[src/rtl/riscv_pkg.sv]
// riscv_pkg: RV32 opcode constants, the NOP encoding and a scoreboard counter-width helper.
package riscv_pkg;
    localparam logic [6:0] OPC_R      = 7'b0110011;
    localparam logic [6:0] OPC_IALU   = 7'b0010011;
    localparam logic [6:0] OPC_LOAD   = 7'b0000011;
    localparam logic [6:0] OPC_STORE  = 7'b0100011;
    localparam logic [6:0] OPC_BRANCH = 7'b1100011;
    localparam logic [6:0] OPC_JAL    = 7'b1101111;
    localparam logic [6:0] OPC_JALR   = 7'b1100111;
    localparam logic [6:0] OPC_LUI    = 7'b0110111;
    localparam logic [6:0] OPC_AUIPC  = 7'b0010111;
    localparam logic [31:0] NOP       = 32'h00000013;

    // A zero maximum wait would give a zero-width counter, so keep at least one bit.
    function automatic int cnt_width(input int max_wait);
        return (max_wait < 1) ? 1 : $clog2(max_wait + 1);
    endfunction
endpackage

[src/rtl/hazard_scoreboard_unit_if.sv]
// hazard_scoreboard_unit_if: ID-stage request and hazard control bundle.
// master drives id_valid/id_instr/ex_flush/mem_stall; slave (hazard unit) drives stall/bubble/flush_id/sb_busy.
interface hazard_scoreboard_unit_if;
    logic        id_valid;
    logic [31:0] id_instr;
    logic        ex_flush;
    logic        mem_stall;
    logic        stall;
    logic        bubble;
    logic        flush_id;
    logic        sb_busy;
    modport master (output id_valid, id_instr, ex_flush, mem_stall, input stall, bubble, flush_id, sb_busy);
    modport slave  (input id_valid, id_instr, ex_flush, mem_stall, output stall, bubble, flush_id, sb_busy);
endinterface

[src/rtl/hazard_reg_decode.sv]
// hazard_reg_decode: extracts register fields and their use flags from an RV32 instruction.
// Ports: instr_i in; rs1_o/rs2_o/rd_o addresses; rs1_used_o/rs2_used_o/rd_wr_o/is_load_o flags (x0 never used/written).
module hazard_reg_decode
    import riscv_pkg::*;
#(
    parameter int AW = 5
) (
    input  logic [31:0]   instr_i,
    output logic [AW-1:0] rs1_o,
    output logic [AW-1:0] rs2_o,
    output logic [AW-1:0] rd_o,
    output logic          rs1_used_o,
    output logic          rs2_used_o,
    output logic          rd_wr_o,
    output logic          is_load_o
);
    logic [6:0] opc;
    logic       is_r, is_ialu, is_store, is_branch, is_jalr;
    logic       unused_ok;
    assign unused_ok  = ^instr_i;
    assign opc        = instr_i[6:0];
    assign is_r       = opc == OPC_R;
    assign is_ialu    = opc == OPC_IALU;
    assign is_load_o  = opc == OPC_LOAD;
    assign is_store   = opc == OPC_STORE;
    assign is_branch  = opc == OPC_BRANCH;
    assign is_jalr    = opc == OPC_JALR;
    assign rs1_o      = instr_i[15 +: AW];
    assign rs2_o      = instr_i[20 +: AW];
    assign rd_o       = instr_i[7 +: AW];
    assign rs1_used_o = (is_r | is_ialu | is_load_o | is_store | is_branch | is_jalr) & (rs1_o != '0);
    assign rs2_used_o = (is_r | is_store | is_branch) & (rs2_o != '0);
    assign rd_wr_o    = (is_r | is_ialu | is_load_o | is_jalr | opc == OPC_LUI | opc == OPC_AUIPC | opc == OPC_JAL)
                        & (rd_o != '0);
endmodule

[src/rtl/hazard_scoreboard_unit.sv]
// hazard_scoreboard_unit: per-register countdown scoreboard driving ID stall, EX bubble and branch flush.
// Ports: clk, rst (sync, active-low), bus (hazard_scoreboard_unit_if.slave).
// Config: define HAZARD_FWD_EN for a forwarding pipeline; undefined means no bypass (every writer waits NOFWD_STALL).
module hazard_scoreboard_unit
    import riscv_pkg::*;
#(
    parameter int NUM_REGS     = 32,
    parameter int LOAD_LATENCY = 2,
    parameter int NOFWD_STALL  = 2
) (
    input logic                      clk,
    input logic                      rst,
    hazard_scoreboard_unit_if.slave  bus
);
    localparam int AW = $clog2(NUM_REGS);
    localparam int LW = LOAD_LATENCY - 1;
`ifdef HAZARD_FWD_EN
    localparam int MAXW = LW;
    localparam int ALUW = 0;
`else
    localparam int MAXW = (NOFWD_STALL > LW) ? NOFWD_STALL : LW;
    localparam int ALUW = NOFWD_STALL;
`endif
    localparam int CW = cnt_width(MAXW);

    logic [AW-1:0]       rs1, rs2, rd;
    logic                rs1_used, rs2_used, rd_wr, is_load;
    logic [NUM_REGS-1:0] busy;
    logic [CW-1:0]       wait_v;
    logic                hz, issue;

    hazard_reg_decode #(.AW(AW)) u_dec (
        .instr_i    (bus.id_instr),
        .rs1_o      (rs1),
        .rs2_o      (rs2),
        .rd_o       (rd),
        .rs1_used_o (rs1_used),
        .rs2_used_o (rs2_used),
        .rd_wr_o    (rd_wr),
        .is_load_o  (is_load)
    );

    assign wait_v = is_load ? CW'(MAXW) : CW'(ALUW);
    assign hz     = bus.id_valid & ((rs1_used & busy[rs1]) | (rs2_used & busy[rs2]));
    assign issue  = bus.id_valid & ~hz & ~bus.mem_stall & ~bus.ex_flush;
    assign busy[0] = 1'b0;

    // A reload on issue overrides the decrement; mem_stall freezes every entry.
    for (genvar r = 1; r < NUM_REGS; r++) begin : g_cnt
        logic [CW-1:0] cnt_q, cnt_d;
        always_comb cnt_d = bus.mem_stall ? cnt_q
                          : (issue && rd_wr && rd == AW'(r)) ? wait_v
                          : (cnt_q != '0) ? cnt_q - 1'b1 : cnt_q;
        always_ff @(posedge clk)
            if (!rst) cnt_q <= '0;
            else cnt_q <= cnt_d;
        assign busy[r] = cnt_q != '0;
    end

    assign bus.stall    = rst & (bus.mem_stall | (~bus.ex_flush & hz));
    assign bus.bubble   = rst & ~bus.mem_stall & (bus.ex_flush | hz);
    assign bus.flush_id = rst & ~bus.mem_stall & bus.ex_flush;
    assign bus.sb_busy  = rst & (|busy);
endmodule

[src/flat_wrapper.sv]
// flat-port wrapper written by rule: the top's interface ports become plain ports
module hazard_scoreboard_unit_flat import riscv_pkg::*;
#(
    parameter int NUM_REGS     = 32,
    parameter int LOAD_LATENCY = 2,
    parameter int NOFWD_STALL  = 2
)
  (clk, rst, bus_id_valid, bus_id_instr, bus_ex_flush, bus_mem_stall, bus_stall, bus_bubble, bus_flush_id, bus_sb_busy);
  hazard_scoreboard_unit_if bus_i ();
  input logic clk;
  input logic rst;
  input wire logic [$bits(bus_i.id_valid)-1:0] bus_id_valid;
  input wire logic [$bits(bus_i.id_instr)-1:0] bus_id_instr;
  input wire logic [$bits(bus_i.ex_flush)-1:0] bus_ex_flush;
  input wire logic [$bits(bus_i.mem_stall)-1:0] bus_mem_stall;
  output wire logic [$bits(bus_i.stall)-1:0] bus_stall;
  output wire logic [$bits(bus_i.bubble)-1:0] bus_bubble;
  output wire logic [$bits(bus_i.flush_id)-1:0] bus_flush_id;
  output wire logic [$bits(bus_i.sb_busy)-1:0] bus_sb_busy;
  assign bus_i.id_valid = bus_id_valid;
  assign bus_i.id_instr = bus_id_instr;
  assign bus_i.ex_flush = bus_ex_flush;
  assign bus_i.mem_stall = bus_mem_stall;
  assign bus_stall = bus_i.stall;
  assign bus_bubble = bus_i.bubble;
  assign bus_flush_id = bus_i.flush_id;
  assign bus_sb_busy = bus_i.sb_busy;
  hazard_scoreboard_unit #(.NUM_REGS(NUM_REGS), .LOAD_LATENCY(LOAD_LATENCY), .NOFWD_STALL(NOFWD_STALL)) u_core (.clk(clk), .rst(rst), .bus(bus_i));
endmodule
[config.mk]
export PLATFORM = sky130hd
export DESIGN_NAME = hazard_scoreboard_unit_flat
export DESIGN_NICKNAME = d
export VERILOG_FILES = /design/src/rtl/riscv_pkg.sv /design/src/rtl/hazard_scoreboard_unit_if.sv /design/src/rtl/hazard_reg_decode.sv /design/src/rtl/hazard_scoreboard_unit.sv /design/src/flat_wrapper.sv
export SDC_FILE = /design/constraint.sdc
export NUM_CORES = 1
export LEC_CHECK = 0
export CAP_MARGIN = 40
export CORE_MARGIN = 5
export CORE_UTILIZATION = 60
export CTS_CLUSTER_SIZE = 10
export DETAILED_ROUTE_END_ITERATION = 7
export DONT_BUFFER_PORTS = 1
export PLACE_DENSITY = 0.77
export SLEW_MARGIN = 10
export SYNTH_ARGS = -nofsm -noshare
export SYNTH_HDL_FRONTEND = slang
export SYNTH_SLANG_ARGS = --single-unit
[constraint.sdc]
create_clock -name clk -period 8.85 [get_ports clk]
set_input_delay 2.2125 -clock clk [delete_from_list [all_inputs] [get_ports clk]]
set_output_delay 2.2125 -clock clk [all_outputs]
set_load 0.005 [all_outputs]
# [Word level (Yosys, flattened, before mapping)]
# Index checks and enable logic that the tools add are counted.
[totals] output_inout_bits=4 ff_bits=62
[op_classes] bitwise_logic=32 order_cmp=2 n_eq_ne=40 muxes=66 addsub=31 n_reduce_logical=129
[ops] op="2-bit two-way mux" count=62
[ops] op="2-bit nonzero test" count=62
[ops] op="5-bit equality test (second input constant)" count=16
[ops] op="2-bit AND reduction" count=31
[ops] op="2-bit by 1-bit subtractor with 2-bit output (second input constant)" count=31
[ops] op="5-bit by 4-bit equality test with 1-bit output (second input constant)" count=8
[ops] op="1-bit logical AND" count=32
[ops] op="31-bit OR reduction" count=1
[ops] op="7-bit by 6-bit equality test with 1-bit output (second input constant)" count=3
[ops] op="7-bit equality test (second input constant)" count=3
[ops] op="5-bit by 3-bit equality test with 1-bit output (second input constant)" count=4
[ops] op="1-bit bitwise AND" count=15
[ops] op="5-bit nonzero test" count=3
[ops] op="7-bit by 5-bit equality test with 1-bit output (second input constant)" count=2
[ops] op="1-bit bitwise OR" count=14
[ops] op="5-bit by 6-bit less-than comparator with 1-bit output (second input constant)" count=2
[ops] op="1-bit binary-select mux with 5-bit select" count=2
[ops] op="5-bit by 2-bit equality test with 1-bit output (second input constant)" count=2
[ops] op="7-bit by 2-bit equality test with 1-bit output (second input constant)" count=1
[ops] op="5-bit by 1-bit equality test with 1-bit output (second input constant)" count=1
[ops] op="1-bit NOT" count=3
[ops] op="1-bit two-way mux" count=2

# [Depth between registers and ports, before layout]
[logic_depth] word_depth=18 depth_mapped=10 depth_no_buf=9

# [Cells and area by module]
# Synthesis repeated with hierarchy kept, for this count alone.
[hier_totals] cells_unflattened=534 hier_area_um2=4665.7
[modules_own_cells] module="hazard_scoreboard_unit" seq_area_each_um2=1241.2 instances=1 area_each_um2=4433.0 cells_each=497
[modules_own_cells] module="hazard_reg_decode" seq_area_each_um2=0.0 instances=1 area_each_um2=232.7 cells_each=37

# [Worst setup path after synthesis]
# No wires, ideal clock.
[synth_path] path_kind="input-to-output" start="in bus_id_instr[15]" end="out bus_bubble" required_time_ns=6.638 path_buffers=2 stages=8 path_slack_ns=2.715 t_arrival_ns=3.923 path_cell_list="buf_4 > mux4_2 > o2111ai_1 > o311ai_1 > o21ai_1 > buf_2 > a21oi_1 > nor3b_1"
[synth_via] elab_chain_len=7 word_cells_on_any_way=9 cone_classes="mux: 2; bitwise: 6; reduce/logical: 1"
[synth_rtl] element="start: declaration" line_no="flat_wrapper.sv:13" source="input wire logic [$bits(bus_i.id_instr)-1:0] bus_id_instr;"
[synth_rtl] element="1-bit binary-select mux with 5-bit select or 5-bit nonzero test (tied branches)" line_no="hazard_scoreboard_unit.sv:44, hazard_reg_decode.sv:31"
[synth_rtl] element="1-bit two-way mux (implied by the code) or 1-bit bitwise AND (tied branches)" line_no="hazard_scoreboard_unit.sv:44, hazard_reg_decode.sv:31"
[synth_rtl] element="1-bit bitwise AND *" line_no="hazard_scoreboard_unit.sv:44" source="assign hz = bus.id_valid & ((rs1_used & busy[rs1]) | (rs2_used & busy[rs2]));"
[synth_rtl] element="1-bit bitwise OR *" line_no="hazard_scoreboard_unit.sv:44"
[synth_rtl] element="1-bit bitwise AND *" line_no="hazard_scoreboard_unit.sv:44"
[synth_rtl] element="1-bit bitwise OR *" line_no="hazard_scoreboard_unit.sv:61" source="assign bus.bubble = rst & ~bus.mem_stall & (bus.ex_flush | hz);"
[synth_rtl] element="1-bit bitwise AND *" line_no="hazard_scoreboard_unit.sv:61"
[synth_rtl] element="end: declaration" line_no="flat_wrapper.sv:17" source="output wire logic [$bits(bus_i.bubble)-1:0] bus_bubble;"
# Every way passes the cells marked *; elsewhere a longest branch is shown, timed or not. The select of a mux whose other input is x is not followed.

# [Worst setup path after layout]
# Ends and elaborated chain as after synthesis.

==> impl_metrics.py <==
metrics = {
    "detailed_routing": {
        "wire_per_inst_microns": 17.2,
        "viasPerCell": 6.18,
        "drtAntennaViolNets": 0,
        "routed-via-count": 3934,
        "wirelength_microns": 11000,
        "drtIter0Drc": 330,
        "drc_errors": 0,
        "dr.pass1.iters": 4,
    },
    "clock_tree": {
        "clk_latency_ns": 0.35,
        "numCtsBuffers": 9,
        "clock_path_buffers": 2,
        "cts_max_level": 3,
        "numClockSinks": 62,
        "ctsResizeCount": 0,
        "cts_root_buf": "clkbuf_8",
        "ctsHoldBuffers": 0,
        "path_clk_slew_ns": 0.07,
        "cts_tree": "built",
        "cts_setup_buffers": 0,
    },
    "yosys": {
        "synth_area_per_cell_sq_um": 8.11,
        "ys_types": 54,
        "synth_top_family_by_area": "compound AO/OA/AOI/OAI gates",
        "yosys_register_bits": 62,
        "synth_compound_area_frac": 0.209,
        "yosysSeqAreaShare": 0.277,
        "async_flop_share": 0,
        "synth_nets": 620,
        "synthFlopType": "dfxtp_1",
        "synth_edf_count": 0,
        "syn_inst": 552,
        "yosys_warnings": 0,
        "synth_area_sq_um": 4480,
        "synth-xor-area-share": 0.0548,
        "synth_mux_area_frac": 0.0794,
        "synthAdderAreaFrac": 0.0866,
        "yosys.area_share.simple": 0.205,
    },
    "finish": {
        "post-route-cell-area_sq_um": 4640,
        "largest_reg_flops": 62,
        "layout_commonest_cell": "nor2_1",
        "diodes": 0,
        "finalNetCount": 601,
        "fillCellCount": 643,
        "top_regs": "u_core.g_cnt.cnt_q: 62 flops",
        "drive_above_1_share": 0.0836,
        "layout_common_cells": "nor2_1, inv_1, dfxtp_1",
        "top_register": "u_core.g_cnt.cnt_q",
        "finalNonFillerCells": 637,
        "area_growth_pct": 3.63,
    },
    "global_routing": {
        "grt_pass1_vias": 3819,
        "grt_pass1_wl_microns": 18300,
        "overflow": 0,
        "grt_max_degree": 67,
        "grt.total_usage": 0.254,
        "antenna_found_initial": 0,
    },
    "timing": {
        "hold_viol_final": 0,
        "tns_ns": 0,
        "min_period_over_period": 0.729,
        "finalSetupViolCount": 0,
        "fin_skew_ns": 0.0106,
        "min_period_ns": 6.45,
        "worst_slew_pin_slew_ns": 0.857,
        "max_slew_margin": 0.425,
        "rsz0062_at_grt": "false",
        "slew_viol_final": 0,
        "max_clock_freq_mhz": 155,
    },
    "floorplanning": {
        "rows": 31,
        "initial_utilization": 0.617,
        "die_h_microns": 96.4,
        "core_sq_um": 7250,
        "die_w_microns": 96.4,
        "io_pins": 41,
        "design.die.area_sq_um": 9290,
    },
    "worst_setup_path": {
        "r2r_cells": 9,
        "crit_type": "in2out",
        "worstPathRequired_ns": 6.64,
        "cp_max_fo": 12,
        "cp-end-kind": "primary output",
        "worst_ep_arrival_time_ns": 4.24,
        "start_kind": "input port",
    },
    "power": {
        "p_sw_uw": 254,
        "swShare": 0.325,
        "p_leak_uw": 0.00167,
        "clock_power_share": 0.285,
        "internal_power_uw": 529,
        "powerDensity_nw_per_um2": 169,
        "total_power_uw": 783,
        "pwr-share-comb": 0.308,
        "power_frac_seq": 0.407,
        "peakVddDrop_mv": 0.110,
    },
    "placement": {
        "place_hpwl_microns": 7660,
        "dp_cells": 621,
        "io_buffers": 0,
        "place_congestion": 0.857,
        "dpl_cell_area_sq_um": 4470,
    },
    "hold_path": {
        "hold_class": "reg2reg",
        "whs_path_depth": 1,
    },
    "job": {
        "drv_cap": 0,
    },
    "status": {
        "status": "completed",
    },
}
==> per-stage QoR <==
step / util / hold WS, ns / setup WS [ns]
floorplan: - / 0.463 / 2.71
global placement: 0.617 / 0.475 / 2.41
detailed placement: 0.617 / 0.489 / 2.43
CTS: 0.640 / 0.505 / 2.42
global route: 0.640 / 0.521 / 2.30
finish: 0.640 / 0.500 / 2.40
==> cell type report <==
| type | count | area, sq um | area share |
|---|---|---|---|
| timing repair buffer | 1 | 7.51 | 0.00162 |
| sequential | 62 | 1240 | 0.267 |
| inverter | 68 | 255 | 0.0550 |
| clock inverter | 3 | 20.0 | 0.00431 |
| tap | 99 | 124 | 0.0267 |
| multi-input combinational | 391 | 2840 | 0.613 |
| clock buffer | 13 | 149 | 0.0321 |
==> worst max-delay path, cell delays in order <==
cell and delay (ns):
mux4_2 0.47, o2111ai_1 0.20, o311ai_1 0.20, o21ai_1 0.73
a21oi_1 0.15, nor3b_1 0.27
==> kinds of logic (layout without fill, tap and decap cells) <==
family / count (synthesis) / count (layout)
AO/OA/AOI/OAI: 121 / 121
buffers and inverters: 99 / 85
AND/OR/NAND/NOR: 190 / 190
adder cells (fa/ha/maj): 31 / 31
multiplexers: 21 / 21
flip-flops: 62 / 62
XOR/XNOR: 28 / 28
==> layer usage <==
layer	vias up	part of all wire	global-route usage
met5	-	0	0
met4	0	0.032	0.126
met3	30	0.083	0.0558
met2	142	0.46	0.400
met1	1853	0.43	0.327
li1	1909	-	-
==> cell usage after synthesis (5+ instances only) <==
master / number / share of area
clkbuf_1: 21 / 0.018
nor3_1: 16 / 0.018
nand4_1: 8 / 0.011
inv_1: 68 / 0.057
mux2i_1: 10 / 0.022
a21oi_1: 39 / 0.044
nor4_1: 6 / 0.0084
buf_2: 5 / 0.0056
nand2_1: 40 / 0.034
a2111oi_0: 5 / 0.0098
a22oi_1: 5 / 0.0084
nor2_1: 70 / 0.059
nor2b_1: 7 / 0.0098
mux4_2: 9 / 0.045
dfxtp_1: 62 / 0.28
a2111oi_2: 5 / 0.017
o21ai_0: 6 / 0.0067
nand3_1: 7 / 0.0078
o311a_1: 6 / 0.013
o221a_2: 11 / 0.028
xnor2_1: 28 / 0.055
nor3b_1: 17 / 0.028
ha_1: 31 / 0.087
o21a_1: 13 / 0.022
==> power groups by stage <==
stage | clock network (uW) | logic, uW | registers, uW
final | 224 | 241 | 319
after global routing | 242 | 272 | 322
after CTS | 228 | 240 | 319
after detailed placement | 0 | 238 | 325
after global placement | 0 | 227 | 323
after floorplan | 0 | 206 | 321
==> path summary, 6_finish.rpt <==
kind,slack (ns),from,end
worst min register to register,0.50,u_core.g_cnt[1].cnt_q[1]$_SDFFE_PN0P_,u_core.g_cnt[1].cnt_q[1]$_SDFFE_PN0P_
worst min-delay path,0.50,u_core.g_cnt[1].cnt_q[1]$_SDFFE_PN0P_,u_core.g_cnt[1].cnt_q[1]$_SDFFE_PN0P_
worst max register to register,5.87,u_core.g_cnt[1].cnt_q[0]$_SDFFE_PN0P_,u_core.g_cnt[8].cnt_q[1]$_SDFFE_PN0P_
worst max-delay path,2.40,bus_id_instr[15],bus_bubble
(Power assumes the default switching activity.)
